==> src/rtl/mips_cpu_bus_core.sv <==
// Multicycle MIPS32 subset core sharing one Avalon-style bus for fetch and data.
// Runs from RESET_VECTOR until it jumps to address 0, then halts with active low.
module mips_cpu_bus_core #(
  parameter logic [31:0] RESET_VECTOR = 32'hBFC00000
) (
  input  logic        clk,
  input  logic        reset,
  output logic        active,
  output logic [31:0] register_v0,
  output logic [31:0] address,
  output logic        write,
  output logic        read,
  input  logic        waitrequest,
  output logic [31:0] writedata,
  output logic [3:0]  byteenable,
  input  logic [31:0] readdata
);

  localparam logic [2:0] FETCH = 3'd0;
  localparam logic [2:0] EXEC  = 3'd1;
  localparam logic [2:0] MEM   = 3'd2;
  localparam logic [2:0] WB    = 3'd3;
  localparam logic [2:0] HALT  = 3'd4;

  logic [2:0]  state_r;
  logic [31:0] pc_r, npc_r, ir_r, maddr_r, wdata_r;
  logic [31:0] gpr_r [32];

  logic [31:0] instr_s, rs_val_s, rt_val_s, imm_se_s, imm_ze_s, slot_s, link_s;
  logic [5:0]  op_s, funct_s;
  logic [4:0]  rs_s, rt_s, rd_s, sh_s;
  logic        alu_we_s, taken_s, is_ld_s, is_st_s;
  logic [4:0]  alu_rd_s;
  logic [31:0] alu_val_s, target_s;
  logic        reg_we_s;
  logic [4:0]  reg_rd_s;
  logic [31:0] reg_val_s;

  // The instruction is only on readdata during EXEC; later states use the latched copy.
  assign instr_s  = (state_r == EXEC) ? readdata : ir_r;
  assign op_s     = instr_s[31:26];
  assign rs_s     = instr_s[25:21];
  assign rt_s     = instr_s[20:16];
  assign rd_s     = instr_s[15:11];
  assign sh_s     = instr_s[10:6];
  assign funct_s  = instr_s[5:0];
  assign rs_val_s = gpr_r[rs_s];
  assign rt_val_s = gpr_r[rt_s];
  assign imm_se_s = {{16{instr_s[15]}}, instr_s[15:0]};
  assign imm_ze_s = {16'h0000, instr_s[15:0]};
  assign slot_s   = pc_r + 32'd4;
  assign link_s   = pc_r + 32'd8;

  // Instruction decode and execute
  always_comb begin
    alu_we_s  = 1'b0;
    alu_rd_s  = rt_s;
    alu_val_s = 32'h0000_0000;
    taken_s   = 1'b0;
    target_s  = slot_s + {imm_se_s[29:0], 2'b00};
    is_ld_s   = 1'b0;
    is_st_s   = 1'b0;
    case (op_s)
      6'h00: begin
        alu_we_s = 1'b1;
        alu_rd_s = rd_s;
        case (funct_s)
          6'h00: alu_val_s = rt_val_s << sh_s;
          6'h02: alu_val_s = rt_val_s >> sh_s;
          6'h03: alu_val_s = 32'($signed(rt_val_s) >>> sh_s);
          6'h04: alu_val_s = rt_val_s << rs_val_s[4:0];
          6'h06: alu_val_s = rt_val_s >> rs_val_s[4:0];
          6'h07: alu_val_s = 32'($signed(rt_val_s) >>> rs_val_s[4:0]);
          6'h08: begin alu_we_s = 1'b0; taken_s = 1'b1; target_s = rs_val_s; end
          6'h09: begin alu_val_s = link_s; taken_s = 1'b1; target_s = rs_val_s; end
          6'h21: alu_val_s = rs_val_s + rt_val_s;
          6'h23: alu_val_s = rs_val_s - rt_val_s;
          6'h24: alu_val_s = rs_val_s & rt_val_s;
          6'h25: alu_val_s = rs_val_s | rt_val_s;
          6'h26: alu_val_s = rs_val_s ^ rt_val_s;
          6'h27: alu_val_s = ~(rs_val_s | rt_val_s);
          6'h2A: alu_val_s = {31'd0, $signed(rs_val_s) < $signed(rt_val_s)};
          6'h2B: alu_val_s = {31'd0, rs_val_s < rt_val_s};
          default: alu_we_s = 1'b0;
        endcase
      end
      6'h02: begin taken_s = 1'b1; target_s = {slot_s[31:28], instr_s[25:0], 2'b00}; end
      6'h03: begin
        taken_s = 1'b1; target_s = {slot_s[31:28], instr_s[25:0], 2'b00};
        alu_we_s = 1'b1; alu_rd_s = 5'd31; alu_val_s = link_s;
      end
      6'h04: taken_s = (rs_val_s == rt_val_s);
      6'h05: taken_s = (rs_val_s != rt_val_s);
      6'h06: taken_s = rs_val_s[31] | (rs_val_s == 32'h0000_0000);
      6'h07: taken_s = ~rs_val_s[31] & (rs_val_s != 32'h0000_0000);
      6'h09: begin alu_we_s = 1'b1; alu_val_s = rs_val_s + imm_se_s; end
      6'h0A: begin alu_we_s = 1'b1; alu_val_s = {31'd0, $signed(rs_val_s) < $signed(imm_se_s)}; end
      6'h0B: begin alu_we_s = 1'b1; alu_val_s = {31'd0, rs_val_s < imm_se_s}; end
      6'h0C: begin alu_we_s = 1'b1; alu_val_s = rs_val_s & imm_ze_s; end
      6'h0D: begin alu_we_s = 1'b1; alu_val_s = rs_val_s | imm_ze_s; end
      6'h0E: begin alu_we_s = 1'b1; alu_val_s = rs_val_s ^ imm_ze_s; end
      6'h0F: begin alu_we_s = 1'b1; alu_val_s = {instr_s[15:0], 16'h0000}; end
      6'h23: is_ld_s = 1'b1;
      6'h2B: is_st_s = 1'b1;
      default: alu_we_s = 1'b0;
    endcase
  end

  // Register-file write port: ALU results in EXEC, load data in WB
  always_comb begin
    reg_we_s  = 1'b0;
    reg_rd_s  = 5'd0;
    reg_val_s = 32'h0000_0000;
    if (state_r == EXEC) begin
      reg_we_s  = alu_we_s;
      reg_rd_s  = alu_rd_s;
      reg_val_s = alu_val_s;
    end else if (state_r == WB) begin
      reg_we_s  = 1'b1;
      reg_rd_s  = ir_r[20:16];
      reg_val_s = readdata;
    end else begin
      reg_we_s  = 1'b0;
    end
  end

  // General-purpose registers; $0 is never written so it always reads zero
  always_ff @(posedge clk or negedge reset) begin
    if (!reset) begin
      for (int i = 0; i < 32; i++) gpr_r[i] <= 32'h0000_0000;
    end else if (reg_we_s && (reg_rd_s != 5'd0)) begin
      gpr_r[reg_rd_s] <= reg_val_s;
    end
  end

  // Control FSM, PC / delay-slot PC and memory-stage operand latches
  always_ff @(posedge clk or negedge reset) begin
    if (!reset) begin
      state_r <= FETCH;
      pc_r    <= RESET_VECTOR;
      npc_r   <= RESET_VECTOR + 32'd4;
      ir_r    <= 32'h0000_0000;
      maddr_r <= 32'h0000_0000;
      wdata_r <= 32'h0000_0000;
    end else begin
      case (state_r)
        FETCH: begin
          if (pc_r == 32'h0000_0000) state_r <= HALT;
          else if (!waitrequest)     state_r <= EXEC;
        end
        EXEC: begin
          ir_r <= readdata;
          if (is_ld_s || is_st_s) begin
            maddr_r <= rs_val_s + imm_se_s;
            wdata_r <= rt_val_s;
            state_r <= MEM;
          end else begin
            pc_r    <= npc_r;
            npc_r   <= taken_s ? target_s : npc_r + 32'd4;
            state_r <= FETCH;
          end
        end
        MEM: begin
          if (!waitrequest) begin
            if (is_ld_s) begin
              state_r <= WB;
            end else begin
              pc_r    <= npc_r;
              npc_r   <= npc_r + 32'd4;
              state_r <= FETCH;
            end
          end
        end
        WB: begin
          pc_r    <= npc_r;
          npc_r   <= npc_r + 32'd4;
          state_r <= FETCH;
        end
        HALT:    state_r <= HALT;
        default: state_r <= FETCH;
      endcase
    end
  end

  // Bus requests drop the instant reset is asserted, not at the next edge.
  assign read        = reset & (((state_r == FETCH) && (pc_r != 32'h0000_0000)) ||
                                ((state_r == MEM) && is_ld_s));
  assign write       = reset & (state_r == MEM) & is_st_s;
  assign address     = (state_r == MEM) ? {maddr_r[31:2], 2'b00} : {pc_r[31:2], 2'b00};
  assign writedata   = wdata_r;
  assign byteenable  = 4'b1111;
  assign active      = (state_r != HALT);
  assign register_v0 = gpr_r[2];

endmodule

==> config.mk <==
export PLATFORM = sky130hd
export DESIGN_NAME = mips_cpu_bus_core
export DESIGN_NICKNAME = d
export VERILOG_FILES = /design/src/rtl/mips_cpu_bus_core.sv
export SDC_FILE = /design/constraint.sdc
export NUM_CORES = 2
export LEC_CHECK = 0
export BUFFER_PORTS_ARGS = -buffer_cell sky130_fd_sc_hd__buf_2
export CORE_ASPECT_RATIO = 1.4
export CORE_MARGIN = 10
export CORE_UTILIZATION = 50
export DETAILED_ROUTE_END_ITERATION = 10
export GPL_ROUTABILITY_DRIVEN = 1
export PLACE_DENSITY_LB_ADDON = 0.12
export SLEW_MARGIN = 20
export SYNTH_ARGS = -nofsm -noshare
export SYNTH_HDL_FRONTEND = slang
export SYNTH_SLANG_ARGS = --single-unit
==> constraint.sdc <==
create_clock -name clk -period 12.2 [get_ports clk]
set_input_delay 1.83 -clock clk [delete_from_list [all_inputs] [get_ports clk]]
set_output_delay 1.83 -clock clk [all_outputs]
set_load 0.01 [all_outputs]
==> impl_metrics.py <==
metrics = {
    "setup_path": {
        "cp_slowest_stage_delay_ns": 0.61,
        "crit_path_end_kind": "register",
        "arrival_ns": 10.93,
        "cp_slowest_cell": "and4bb_4",
        "cp_common_cell": "o21ai_0",
        "rrSetupSlack_ns": 1.95,
        "crit_fanout": 87,
        "start_kind": "primary input",
        "path_buf_inv": 6,
        "crit_type": "in -> reg",
        "cp_data_required_time_ns": 12.88,
        "crit_family": "compound AO/OA/AOI/OAI gates",
    },
    "clock_network": {
        "clock_path_buffers": 3,
        "cts.sinks": 1185,
        "post_cts_resized": 0,
        "cts_buffers": 119,
        "cts_tree": "yes",
        "cts_root_buf": "clkbuf_16",
        "worstSkewPairLatency_ns": 0.85,
        "htreeDepth": 3,
        "postCtsHoldBufs": 0,
        "cts.clk_slew.worst_paths_ns": 0.07,
        "post_cts_buffers": 0,
    },
    "routing": {
        "firstDrtPassIters": 9,
        "ant_nets": 0,
        "met3WireLength_mm": 49.6,
        "drt_wl_total_mm": 432,
        "met1_length_mm": 144,
        "top_layer_used": "met5",
        "wl_met2_mm": 184,
        "wl_per_cell_um": 39.1,
        "avgViaCountPerCell": 7.21,
        "vias": 79688,
        "drc_errors": 0,
        "drt_iter0_drc": 11259,
    },
    "yosys": {
        "synth_flop_cell": "dfrtp_1",
        "netlist_instances": 9008,
        "yosys_warnings": 0,
        "syn_area_mm2": 0.0815,
        "synth_edf_count": 0,
        "yosys.area.top_type": "dfrtp_1",
        "synth_area_leaders": "dfrtp_1 (36%), mux2_2 (8.7%), mux2i_1 (7.4%), nand2_1 (7.0%), mux4_2 (3.9%)",
        "synth-seq-cells": 1185,
        "async_reset_ff_frac": 1.00,
        "synth_seq_area_share": 0.364,
        "ys_types": 99,
        "syn_avg_cell_area_um2": 9.05,
        "synth_top_cell_area_share": 0.358,
    },
    "sta": {
        "max_slew_margin": 0.0810,
        "clock-skew-final_ns": 0.0386,
        "fin_crit_sh": 0.841,
        "setup_viol": 0,
        "hold_viol": 0,
        "layout_min_cycle_time_ns": 10.26,
        "finalMaxSlewViolations": 0,
        "tns_ns": 0,
        "worstMarginPinSlew_ns": 1.37,
        "rsz0062_at_grt": "false",
        "fmax_mhz": 97.5,
    },
    "floorplanning": {
        "fp.dieW_um": 361,
        "num_rows": 175,
        "die_area_mm2": 0.180,
        "fp.dieH_um": 498,
        "io_pins": 138,
        "coreArea_mm2": 0.162,
        "start_util": 0.502,
    },
    "placement": {
        "placed_area_mm2": 0.0850,
        "dpl.hpwl_mm": 302,
        "portBuffers": 131,
        "gp_congestion": 1.12,
        "dp_cells": 10806,
    },
    "finish": {
        "fin_cells": 11058,
        "drive_above_1_share": 0.191,
        "post-route-util": 0.552,
        "final_nets": 9072,
        "design_area_mm2": 0.0896,
        "area_delta_synth_final_pct": 9.94,
    },
    "power": {
        "vdd_ir_drop_max_mv": 0.139,
        "p_leak_nw": 37.9,
        "pwr_density_cell_mw_per_mm2": 165,
        "finalPower_mw": 14.8,
    },
    "global_routing": {
        "grt_antenna_before_repair": 36,
        "grt_pass1_vias": 76237,
        "grt_pass1_wl_mm": 600,
        "grtUsageTotal": 0.466,
        "grt_remaining_overflow": 0,
        "grt_max_degree": 172,
    },
    "outcome": {
        "status": "finished, final reports clean",
    },
    "run": {
        "maxCapViolCount": 0,
    },
    "hold_path": {
        "hold_path.class": "reg -> reg",
    },
}
==> metrics by stage <==
stage | hold slack [ns] | setup slack (ns)
finish | 0.382 | 1.94
global route | 0.400 | 1.88
CTS | 0.383 | 2.37
detailed placement | 0.368 | 1.55
global placement | 0.367 | 1.14
floorplan | 0.429 | 4.50
==> path summary, 6_finish.rpt <==
| check | from | to | depth (start not counted) |
|---|---|---|---|
| min | gpr_r[1023]$_DFFE_PN0P_ | gpr_r[1023]$_DFFE_PN0P_ | 0 |
| min reg2reg | gpr_r[1023]$_DFFE_PN0P_ | gpr_r[1023]$_DFFE_PN0P_ | 0 |
| max in group asynchronous | reset | gpr_r[922]$_DFFE_PN0P_ | 5 |
| min in group asynchronous | reset | pc_r[7]$_DFFE_PN0P_ | 1 |
| max | readdata[22] | gpr_r[882]$_DFFE_PN0P_ | 25 |
| max reg2reg | state_r[0]$_DFFE_PN0P_ | gpr_r[882]$_DFFE_PN0P_ | 25 |
==> cell usage in the layout (no fill, tap or decap), types with 93 or more instances in the layout <==
cell and instances:
clkbuf_16 119, buf_2 131, mux2i_1 587, nand3_1 305, mux2_2 629, a21oi_1 302, nand4_1 123, a22oi_1 99
dfrtp_1 1165, o22ai_1 188, a31oi_1 97, o31ai_1 112, inv_1 259, nor3_1 96, buf_4 379, nor2_1 375
o21ai_0 476, mux4_2 140, a211oi_1 200, xnor2_1 93, o21ai_1 114, ha_1 223, nand2_1 1504
==> routing by layer <==
metal / global-route usage / up-vias
met5: 0 / -
met4: 0.453 / 6
met3: 0.139 / 2061
met2: 0.695 / 6094
met1: 0.524 / 39019
li1: - / 32508
==> cell usage after synthesis (all sizes together), types with 32 or more instances <==
cell / n
nand2: 1517
dfrtp: 1166
mux2: 632
mux2i: 607
o21ai: 592
clkbuf: 554
nor2: 415
a21oi: 314
nand3: 307
buf: 296
inv: 268
ha: 223
a211oi: 204
o22ai: 190
mux4: 140
nand4: 123
o31ai: 121
a31oi: 105
a22oi: 100
nor3: 100
xnor2: 96
o211ai: 76
nor4: 70
a311oi: 67
and3: 60
a32oi: 54
o221ai: 46
nand2b: 44
a2111oi: 42
xor2: 42
a221oi: 39
o21bai: 32
==> registers in the layout, indices dropped and copies added, names as in the netlist <==
signal       cells
pc_r            32
npc_r           32
writedata       32
maddr_r         30
ir_r            32
state_r          3
register_v0     32
gpr_r          992
==> worst reg2reg max path, stage by stage, from the launching register on <==
cell,delay (ns)
dfrtp_1,0.33
buf_4,0.30
or3b_4,0.69
a21oi_4,0.37
clkinv_2,0.68
nor2_4,0.77
a221oi_1,0.29
and3_1,0.42
or4_1,0.67
inv_1,0.30
fa_1,0.32
or2_2,0.15
a221oi_1,0.11
o311ai_1,0.78
nand3_1,0.39
o21ai_0,0.55
o31a_1,0.27
xnor2_1,0.34
o21ai_0,0.45
a21oi_1,0.41
o311ai_1,0.15
buf_2,0.22
buf_4,0.16
o31ai_4,0.31
buf_4,0.44
o21ai_0,0.22
==> logic make-up after synthesis <==
kind of cell               synth area share
DFF                                   0.364
and+or+nand+nor                       0.148
xor gates and xnor gates             0.0148
other                             0.0000922
AOI/OAI and AO/OA                     0.178
adders and majority gates            0.0352
buffers and inverters                0.0587
muxes                                 0.201
==> cell type report <==
type | count | area [um2]
antenna | 18 | 45.0
clock buffer | 160 | 3380
clock inverter | 67 | 968
fill | 14726 | 72700
inverter | 271 | 1060
multi-input combinational | 6706 | 48000
sequential | 1185 | 29700
tap | 2124 | 2660
timing repair buffer | 527 | 3810
==> report_power, final <==
group	internal (mW)	switching (mW)
Sequential	4.10	0.243
Combinational	1.74	4.57
Clock	2.34	1.82
Total	8.19	6.63
No activity file was read; power rests on OpenSTA's default activity.
